$ cat src/rtl/vx_commit_wb_arb_if.sv
// Commit-side bundle: per-source commit beats in, single register-file write out.
interface vx_commit_wb_arb_if #(
    parameter int unsigned NUM_SRCS    = 4,
    parameter int unsigned NUM_THREADS = 4,
    parameter int unsigned NW_BITS     = 2,
    parameter int unsigned NR_BITS     = 5
);
    logic [NUM_SRCS-1:0]                in_valid;
    logic [NUM_SRCS-1:0]                in_ready;
    logic [NUM_SRCS*NW_BITS-1:0]        in_wid;
    logic [NUM_SRCS*NUM_THREADS-1:0]    in_tmask;
    logic [NUM_SRCS*32-1:0]             in_PC;
    logic [NUM_SRCS*NR_BITS-1:0]        in_rd;
    logic [NUM_SRCS-1:0]                in_wb;
    logic [NUM_SRCS-1:0]                in_eop;
    logic [NUM_SRCS*NUM_THREADS*32-1:0] in_data;

    logic                               wb_valid;
    logic                               wb_ready;
    logic [NW_BITS-1:0]                 wb_wid;
    logic [NUM_THREADS-1:0]             wb_tmask;
    logic [31:0]                        wb_PC;
    logic [NR_BITS-1:0]                 wb_rd;
    logic [NUM_THREADS*32-1:0]          wb_data;

    logic [NUM_SRCS-1:0]                commit_fire;
    logic [63:0]                        instret;

    // Arbiter side
    modport slave (
        input  in_valid, in_wid, in_tmask, in_PC, in_rd, in_wb, in_eop, in_data, wb_ready,
        output in_ready, wb_valid, wb_wid, wb_tmask, wb_PC, wb_rd, wb_data, commit_fire, instret
    );

    // Execute units / register file side
    modport master (
        output in_valid, in_wid, in_tmask, in_PC, in_rd, in_wb, in_eop, in_data, wb_ready,
        input  in_ready, wb_valid, wb_wid, wb_tmask, wb_PC, wb_rd, wb_data, commit_fire, instret
    );
endinterface

$ cat src/rtl/vx_commit_wb_arb.sv
// Round-robin commit arbiter with multi-beat lock, registered writeback and retire counter.
module vx_commit_wb_arb #(
    parameter int unsigned NUM_SRCS    = 4,
    parameter int unsigned NUM_THREADS = 4,
    parameter int unsigned NW_BITS     = 2,
    parameter int unsigned NR_BITS     = 5
) (
    input  logic              clk,
    input  logic              reset,
    vx_commit_wb_arb_if.slave bus
);
    localparam int unsigned IDX_W  = (NUM_SRCS > 1) ? $clog2(NUM_SRCS) : 1;
    localparam int unsigned LANE_W = NUM_THREADS * 32;

    typedef enum logic {ST_FREE, ST_LOCKED} state_t;

    state_t              state_q, state_d;
    logic [IDX_W-1:0]    rr_ptr, rr_ptr_d;
    logic [IDX_W-1:0]    lock_idx, lock_idx_d;
    logic [IDX_W-1:0]    grant_idx;
    logic [IDX_W-1:0]    cand;
    logic [NUM_SRCS-1:0] grant;
    logic                grant_any;
    logic                stall;
    logic                fire;
    logic                fire_eop;

    // Grant selection: locked source only, else first valid at/after rr_ptr
    always_comb begin
        stall     = bus.wb_valid && !bus.wb_ready;
        grant_idx = '0;
        grant_any = 1'b0;
        cand      = '0;
        if (state_q == ST_LOCKED) begin
            grant_idx = lock_idx;
            grant_any = bus.in_valid[lock_idx];
        end else begin
            for (int unsigned k = 0; k < NUM_SRCS; k++) begin
                cand = IDX_W'((32'(rr_ptr) + k) % NUM_SRCS);
                if (!grant_any && bus.in_valid[cand]) begin
                    grant_any = 1'b1;
                    grant_idx = cand;
                end
            end
        end
        grant    = grant_any ? (NUM_SRCS'(1) << grant_idx) : '0;
        fire     = grant_any && !stall;
        fire_eop = fire && bus.in_eop[grant_idx];
    end

    assign bus.in_ready    = stall ? '0 : grant;
    assign bus.commit_fire = bus.in_valid & bus.in_ready;

    // Next lock state and round-robin pointer
    always_comb begin
        state_d    = state_q;
        lock_idx_d = lock_idx;
        rr_ptr_d   = rr_ptr;
        if (fire) begin
            if (!bus.in_eop[grant_idx]) begin
                state_d    = ST_LOCKED;
                lock_idx_d = grant_idx;
            end else begin
                state_d  = ST_FREE;
                rr_ptr_d = (grant_idx == IDX_W'(NUM_SRCS - 1)) ? '0 : grant_idx + 1'b1;
            end
        end
    end

    // Arbitration state register
    always_ff @(posedge clk) begin
        if (reset) begin
            state_q  <= ST_FREE;
            lock_idx <= '0;
            rr_ptr   <= '0;
        end else begin
            state_q  <= state_d;
            lock_idx <= lock_idx_d;
            rr_ptr   <= rr_ptr_d;
        end
    end

    // Writeback register: loads when not stalled, payload only moves on a fire
    always_ff @(posedge clk) begin
        if (reset) begin
            bus.wb_valid <= 1'b0;
            bus.wb_wid   <= '0;
            bus.wb_tmask <= '0;
            bus.wb_PC    <= '0;
            bus.wb_rd    <= '0;
            bus.wb_data  <= '0;
        end else if (!stall) begin
            bus.wb_valid <= fire && bus.in_wb[grant_idx];
            if (fire) begin
                bus.wb_wid   <= bus.in_wid[grant_idx*NW_BITS +: NW_BITS];
                bus.wb_tmask <= bus.in_tmask[grant_idx*NUM_THREADS +: NUM_THREADS];
                bus.wb_PC    <= bus.in_PC[grant_idx*32 +: 32];
                bus.wb_rd    <= bus.in_rd[grant_idx*NR_BITS +: NR_BITS];
                bus.wb_data  <= bus.in_data[grant_idx*LANE_W +: LANE_W];
            end
        end
    end

    // Retired-instruction counter: one per final beat
    always_ff @(posedge clk) begin
        if (reset) begin
            bus.instret <= '0;
        end else if (fire_eop) begin
            bus.instret <= bus.instret + 64'd1;
        end
    end
endmodule

$ cat src/flat_wrapper.sv
// flat-port wrapper written by rule: the top's interface ports become plain ports
module vx_commit_wb_arb_flat 
#(
    parameter int unsigned NUM_SRCS    = 4,
    parameter int unsigned NUM_THREADS = 4,
    parameter int unsigned NW_BITS     = 2,
    parameter int unsigned NR_BITS     = 5
)
  (clk, reset, bus_in_valid, bus_in_wid, bus_in_tmask, bus_in_PC, bus_in_rd, bus_in_wb, bus_in_eop, bus_in_data, bus_wb_ready, bus_in_ready, bus_wb_valid, bus_wb_wid, bus_wb_tmask, bus_wb_PC, bus_wb_rd, bus_wb_data, bus_commit_fire, bus_instret);
  vx_commit_wb_arb_if #(.NUM_SRCS(NUM_SRCS), .NUM_THREADS(NUM_THREADS), .NW_BITS(NW_BITS), .NR_BITS(NR_BITS)) bus_i ();
  input  logic clk;
  input  logic reset;
  input wire logic [$bits(bus_i.in_valid)-1:0] bus_in_valid;
  input wire logic [$bits(bus_i.in_wid)-1:0] bus_in_wid;
  input wire logic [$bits(bus_i.in_tmask)-1:0] bus_in_tmask;
  input wire logic [$bits(bus_i.in_PC)-1:0] bus_in_PC;
  input wire logic [$bits(bus_i.in_rd)-1:0] bus_in_rd;
  input wire logic [$bits(bus_i.in_wb)-1:0] bus_in_wb;
  input wire logic [$bits(bus_i.in_eop)-1:0] bus_in_eop;
  input wire logic [$bits(bus_i.in_data)-1:0] bus_in_data;
  input wire logic [$bits(bus_i.wb_ready)-1:0] bus_wb_ready;
  output wire logic [$bits(bus_i.in_ready)-1:0] bus_in_ready;
  output wire logic [$bits(bus_i.wb_valid)-1:0] bus_wb_valid;
  output wire logic [$bits(bus_i.wb_wid)-1:0] bus_wb_wid;
  output wire logic [$bits(bus_i.wb_tmask)-1:0] bus_wb_tmask;
  output wire logic [$bits(bus_i.wb_PC)-1:0] bus_wb_PC;
  output wire logic [$bits(bus_i.wb_rd)-1:0] bus_wb_rd;
  output wire logic [$bits(bus_i.wb_data)-1:0] bus_wb_data;
  output wire logic [$bits(bus_i.commit_fire)-1:0] bus_commit_fire;
  output wire logic [$bits(bus_i.instret)-1:0] bus_instret;
  assign bus_i.in_valid = bus_in_valid;
  assign bus_i.in_wid = bus_in_wid;
  assign bus_i.in_tmask = bus_in_tmask;
  assign bus_i.in_PC = bus_in_PC;
  assign bus_i.in_rd = bus_in_rd;
  assign bus_i.in_wb = bus_in_wb;
  assign bus_i.in_eop = bus_in_eop;
  assign bus_i.in_data = bus_in_data;
  assign bus_i.wb_ready = bus_wb_ready;
  assign bus_in_ready = bus_i.in_ready;
  assign bus_wb_valid = bus_i.wb_valid;
  assign bus_wb_wid = bus_i.wb_wid;
  assign bus_wb_tmask = bus_i.wb_tmask;
  assign bus_wb_PC = bus_i.wb_PC;
  assign bus_wb_rd = bus_i.wb_rd;
  assign bus_wb_data = bus_i.wb_data;
  assign bus_commit_fire = bus_i.commit_fire;
  assign bus_instret = bus_i.instret;
  vx_commit_wb_arb #(.NUM_SRCS(NUM_SRCS), .NUM_THREADS(NUM_THREADS), .NW_BITS(NW_BITS), .NR_BITS(NR_BITS)) u_core (.clk(clk), .reset(reset), .bus(bus_i));
endmodule
$ cat config.mk
export PLATFORM = sky130hd
export DESIGN_NAME = vx_commit_wb_arb_flat
export DESIGN_NICKNAME = d
export VERILOG_FILES = /design/src/rtl/vx_commit_wb_arb_if.sv /design/src/rtl/vx_commit_wb_arb.sv /design/src/flat_wrapper.sv
export SDC_FILE = /design/constraint.sdc
export NUM_CORES = 1
export LEC_CHECK = 0
export BUFFER_PORTS_ARGS = -buffer_cell sky130_fd_sc_hd__buf_2
export CAP_MARGIN = 20
export CORE_AREA = 3 3 366 368
export CTS_BUF_LIST = sky130_fd_sc_hd__clkbuf_8
export DETAILED_ROUTE_END_ITERATION = 16
export DIE_AREA = 0 0 369 371
export PLACE_DENSITY = 0.3
export SLEW_MARGIN = 10
export SYNTH_ARGS = -nofsm -noshare
export SYNTH_HDL_FRONTEND = slang
export SYNTH_SLANG_ARGS = --single-unit
export TNS_END_PERCENT = 1
$ cat constraint.sdc
create_clock -name clk -period 8.7 [get_ports clk]
set_input_delay 0.435 -clock clk [delete_from_list [all_inputs] [get_ports clk]]
set_output_delay 0.435 -clock clk [all_outputs]
set_load 0.1 [all_outputs]
==> results of run 1 <==
routing by layer:
metal	vias up	GRT usage
met5	-	0
met2	683	0.215
met4	16	0.0348
met3	109	0.0420
li1	6230	-
met1	6812	0.159
worst max-delay path, cell delays in order, from the launching register on:
cell     delay (ns)
dfxtp_1        0.46
nand4_2        0.21
or4_4          0.59
or3_1          0.72
nor4_2         0.40
nand3_1        0.57
or4_1          0.69
a21oi_1        0.15
layout make-up:
class / instances / area [um2]
diodes: 13 / 32.5
inverters: 18 / 75.1
clock inverters: 34 / 183
multi-input cells: 693 / 7510
repair buffers: 960 / 4850
clock buffers: 74 / 1020
fillers: 14900 / 110000
well taps: 1755 / 2200
flip-flops and latches: 241 / 4820
sequential cells by signal, indices dropped and copies added, names as in the netlist:
register and cells:
u_core.bus.instret 64, u_core.bus.wb_tmask 4, u_core.lock_idx 2, u_core.bus.wb_data 128, u_core.bus.wb_valid 1, u_core.rr_ptr 2, u_core.bus.wb_wid 2, u_core.state_q 1
u_core.bus.wb_PC 32, u_core.bus.wb_rd 5
power by group through the flow:
stage | Sequential [mW] | Combinational, mW | Clock, mW
finish | 1.76 | 6.48 | 1.44
global route | 1.81 | 6.80 | 1.57
CTS | 1.76 | 6.63 | 1.54
detailed placement | 1.78 | 6.62 | 0
global placement | 1.79 | 6.63 | 0
floorplan | 4.27 | 2.35 | 0
final timing paths:
kind	startpoint	slack (ns)	cells past startpoint	end
worst max-delay path	u_core.bus.instret[3]	4.82	7	u_core.bus.instret[37]
worst min register to register	u_core.bus.wb_data[110]	0.47	1	u_core.bus.wb_data[110]
worst min-delay path	bus_in_data[393]	0.12	3	u_core.bus.wb_data[9]
worst max register to register	u_core.bus.instret[3]	4.82	7	u_core.bus.instret[37]
through the flow:
step / hold WS [ns] / setup slack [ns]
2_1_floorplan: 0.480 / 4.46
3_3_place_gp: 0.454 / 4.56
3_5_place_dp: 0.460 / 4.59
4_1_cts: 0.00274 / 4.53
5_1_grt: 0.0597 / 4.43
6_report: 0.124 / 4.82
cell usage in the layout (no fill, tap or decap), drive strengths merged, types with 13 or more instances in the layout:
| cell type | instances |
|---|---|
| or4 | 21 |
| inv | 37 |
| nand2 | 31 |
| a22o | 171 |
| or3 | 29 |
| nand3 | 23 |
| diode | 13 |
| nor2 | 28 |
| nand4 | 23 |
| o21ai | 25 |
| mux4 | 173 |
| buf | 959 |
| clkbuf | 75 |
| o31ai | 21 |
| and3 | 13 |
| a21oi | 59 |
| dfxtp | 241 |
logic make-up after synthesis:
logic type | after synthesis
xor gates and xnor gates | 9
DFF | 241
muxes | 176
buffers and inverters | 119
adders and majority gates | 2
and+or+nand+nor | 207
AOI/OAI and AO/OA | 299
==> flow_metrics.env, run 1 <==
export IMPL_seqPwrFrac=0.182
export IMPL_placementRows=133
export IMPL_routedWlPerCell_um=24.9
export IMPL_synth_edf_count=0
export IMPL_hold_path_class="in -> reg"
export IMPL_dr_total_vias=13900
export IMPL_clkSinkCount=241
export IMPL_drt_met1_wl_um=38500
export IMPL_clkTransAtPathRegs_ns=0.06
export IMPL_yosys_cell_count_top_type="dfxtp_1"
export IMPL_combPwrFrac=0.669
export IMPL_yosys_warnings=0
export IMPL_finalInstanceArea_mm2=0.0207
export IMPL_synthMuxAreaShare=0.308
export IMPL_p_sw_mw=5.66
export IMPL_via_per_inst=3.66
export IMPL_synth_seq_cells=241
export IMPL_fin_tns_setup_ns=0
export IMPL_swShare=0.585
export IMPL_utilization=0.158
export IMPL_arrival_ns=4.48
export IMPL_power_density_mw_per_mm2=468
export IMPL_synthDominantCellAreaShare=0.378
export IMPL_antenna_found_initial=33
export IMPL_dr_pass1_iters=7
export IMPL_synth_top_family_by_area="multiplexers"
export IMPL_placedCellCount=3666
export IMPL_required_ns=9.30
export IMPL_slew_violations=0
export IMPL_ctsHoldBuffers=0
export IMPL_path_max_fanout=21
export IMPL_drtIter0Drc=874
export IMPL_hold_viol_final=0
export IMPL_areaGrowthSynthToFinish_pct=62.1
export IMPL_synth_largest_area_cell="dfxtp_1"
export IMPL_yosys_area_share_simple=0.0914
export IMPL_initial_core_util=0.0973
export IMPL_core_area_mm2=0.131
export IMPL_p_int_mw=4.01
export IMPL_yosysSeqAreaShare=0.378
export IMPL_cts_buffers=58
export IMPL_grt_pass1_wl_um=123000
export IMPL_max_freq_ghz=0.258
export IMPL_synthCells=1053
export IMPL_die_y_um=371
export IMPL_peakVddDrop_mv=0.267
export IMPL_tightest_slew_ns=0.979
export IMPL_syn_cell_area_mm2=0.0128
export IMPL_dr_wl_met2_um=45700
export IMPL_htreeDepth=2
export IMPL_power_leakage_nw=9.05
export IMPL_synthArstFlopShare=0
export IMPL_synth_compound_area_frac=0.178
export IMPL_drc=0
export IMPL_grt_max_degree=78
export IMPL_synth_xor_area_frac=0.00618
export IMPL_maxSlewHeadroom=0.348
export IMPL_ios=943
export IMPL_endpoint_kind="register"
export IMPL_cts_root_buffer="clkbuf_8"
export IMPL_hpwl_um=78000
export IMPL_ctsResizeCount=0
export IMPL_worst_clock_skew_ns=0.0611
export IMPL_period_minus_slack_ns=3.88
export IMPL_grt_pass1_vias=14100
export IMPL_cts_tree="done"
export IMPL_synthTopCellsByCount="dfxtp_1, mux4_2, a22o_1"
export IMPL_synthAdderAreaFrac=0.00196
export IMPL_clk_path_buf_depth=3
export IMPL_place_port_buffers=942
export IMPL_rsz0062_at_grt="no"
export IMPL_clock_latency_ns=0.73
export IMPL_status="finished clean"
export IMPL_drive_gt1_frac=0.615
export IMPL_grtUsageTotal=0.129
export IMPL_fin_crit_sh=0.446
export IMPL_overflow=0
export IMPL_total_power_mw=9.67
export IMPL_gp_congestion=0.803
export IMPL_drt_antenna_violating_nets=0
export IMPL_stdcell_count=3788
export IMPL_finalNetCount=2673
export IMPL_ys_types=50
export IMPL_dieArea_mm2=0.137
export IMPL_chipWidth_um=369
export IMPL_wirelength_um=94300
export IMPL_drv_cap=0
export IMPL_met3_length_um=7920
export IMPL_p_clk_frac=0.149
export IMPL_syn_nets=1754
export IMPL_synth_area_leaders="dfxtp_1, mux4_2, a22o_1, a21oi_1, clkbuf_1"
export IMPL_critPathKind="reg -> reg"
export IMPL_startpoint_type="register"
export IMPL_avgSynthCellArea_um2=12.1
export IMPL_cts_setup_buffers=0
export IMPL_highest_layer="met5"
export IMPL_synth_flop_cell="dfxtp_1"
export IMPL_dpl_cell_area_mm2=0.0194
export IMPL_finalSetupViolCount=0
No activity file was read; power rests on OpenSTA's default activity.
==> run 2: changes to the inputs <==
==> constraint.sdc (replaced) <==
create_clock -name clk -period 3.95 [get_ports clk]
set_input_delay 0.1975 -clock clk [delete_from_list [all_inputs] [get_ports clk]]
set_output_delay 0.1975 -clock clk [all_outputs]
set_load 0.1 [all_outputs]
==> flow_metrics.env, run 2 (synthesis results as in run 1) <==
export IMPL_maxSlewHeadroom=0.354
export IMPL_fill_cells=14800
export IMPL_tightest_slew_ns=0.961
export IMPL_p_int_mw=10.7
export IMPL_fin_tns_setup_ns=0
export IMPL_cts_tree="done"
export IMPL_cts_setup_buffers=0
export IMPL_hpwl_um=75200
export IMPL_via_per_inst=3.61
export IMPL_dieArea_mm2=0.137
export IMPL_worst_clock_skew_ns=0.0216
export IMPL_place_port_buffers=942
export IMPL_ios=943
export IMPL_drc=0
export IMPL_finalNetCount=3030
export IMPL_combPwrFrac=0.709
export IMPL_peakVddDrop_mv=0.589
export IMPL_status="finished clean"
export IMPL_arrival_ns=4.18
export IMPL_top_register="u_core.bus.wb_data"
export IMPL_hold_viol_final=0
export IMPL_clock_latency_ns=0.67
export IMPL_clkSinkCount=241
export IMPL_rsz0062_at_grt="no"
export IMPL_final_cell_mix="buf_2, dlygate4sd3_1, dfxtp_1"
export IMPL_slew_violations=0
export IMPL_endpoint_kind="register"
export IMPL_fin_crit_sh=0.918
export IMPL_p_sw_mw=12.7
export IMPL_dr_total_vias=14900
export IMPL_drtIter0Drc=744
export IMPL_clkTransAtPathRegs_ns=0.06
export IMPL_drv_cap=0
export IMPL_antenna_found_initial=27
export IMPL_areaGrowthSynthToFinish_pct=90.0
export IMPL_clk_path_buf_depth=3
export IMPL_swShare=0.544
export IMPL_drt_antenna_violating_nets=0
export IMPL_power_leakage_nw=10.5
export IMPL_largest_reg_flops=128
export IMPL_whs_path_depth=3
export IMPL_p_clk_frac=0.128
export IMPL_initial_core_util=0.0973
export IMPL_placementRows=133
export IMPL_drive_gt1_frac=0.525
export IMPL_final_common_cell="buf_2"
export IMPL_cts_root_buffer="clkbuf_8"
export IMPL_wirelength_um=91200
export IMPL_path_max_fanout=71
export IMPL_critPathKind="reg -> reg"
export IMPL_grt_max_degree=105
export IMPL_overflow=0
export IMPL_grt_pass1_wl_um=122000
export IMPL_routedWlPerCell_um=22.1
export IMPL_fin_hold_ws_ns=0.0833
export IMPL_r2r_cells=7
export IMPL_die_y_um=371
export IMPL_startpoint_type="register"
export IMPL_core_area_mm2=0.131
export IMPL_chipWidth_um=369
export IMPL_grtUsageTotal=0.125
export IMPL_largestRegisters="u_core.bus.wb_data x128, u_core.bus.instret x64, u_core.bus.wb_PC x32"
export IMPL_cts_buffers=53
export IMPL_hold_path_class="in -> reg"
export IMPL_htreeDepth=2
export IMPL_grt_pass1_vias=15600
export IMPL_utilization=0.185
export IMPL_max_freq_ghz=0.276
export IMPL_finalSetupViolCount=0
export IMPL_gp_congestion=0.789
export IMPL_seqPwrFrac=0.163
export IMPL_dr_pass1_iters=4
export IMPL_power_density_mw_per_mm2=963
export IMPL_required_ns=4.51
export IMPL_period_minus_slack_ns=3.63
run 2: layout make-up:
class,count,area [um2],share of cell area
Timing Repair Buffer,1322,8530,0.352
Multi-Input combinational cell,693,7500,0.309
Sequential cell,241,4820,0.199
Tap cell,1755,2200,0.0906
Clock buffer,64,881,0.0363
Clock inverter,30,206,0.00852
Inverter,18,75.1,0.00310
Antenna cell,12,30.0,0.00124
run 2: final timing paths:
| path | start | endpoint | slack (ns) |
|---|---|---|---|
| worst min-delay path | bus_in_data[357] | u_core.bus.wb_data[101] | 0.08 |
| worst min register to register | u_core.bus.wb_tmask[2] | u_core.bus.wb_tmask[2] | 0.47 |
| worst max register to register | u_core.state_q | u_core.bus.wb_data[120] | 0.32 |
| worst max-delay path | u_core.state_q | u_core.bus.wb_data[120] | 0.32 |
run 2: stage by stage:
stage	setup WS, ns	std cells	total power, mW	instance area (um2)
floorplan	0.0737	1053	14.6	12800
global placement	0.709	3683	18.9	19700
detailed placement	0.700	3683	18.8	19700
CTS	0.288	4122	24.0	24200
global route	0.0804	4129	24.6	24200
finish	0.322	4135	23.4	24200
run 2: what timing repair did:
action / 4_1_cts / 5_1_grt
hold buffers: 345 / 0
endpoints found under the setup margin: 0 / 0
gates resized for setup: 0 / 0
hold endpoints to repair: 181 / 0
run 2: power by group through the flow:
stage	Sequential, mW	Combinational (mW)	Clock [mW]
6_report	3.81	16.6	2.98
3_5_place_dp	3.87	15.0	0
2_1_floorplan	9.41	5.19	0
5_1_grt	3.94	17.4	3.28
4_1_cts	3.83	16.9	3.18
3_3_place_gp	3.88	15.0	0
run 2: critical path: stages, from the launching register on:
cell,delay [ns]
dfxtp_1,0.53
a21oi_1,0.19
a32oi_4,0.33
buf_12,0.33
buf_12,0.43
mux4_2,0.65
dlygate4sd3_1,0.66
a22o_1,0.20
run 2: routing by layer:
metal / global-route usage / wire length [um]
met2: 0.203 / 43300
met3: 0.0429 / 7850
met1: 0.153 / 37200
met5: 0 / 131
met4: 0.0421 / 2690
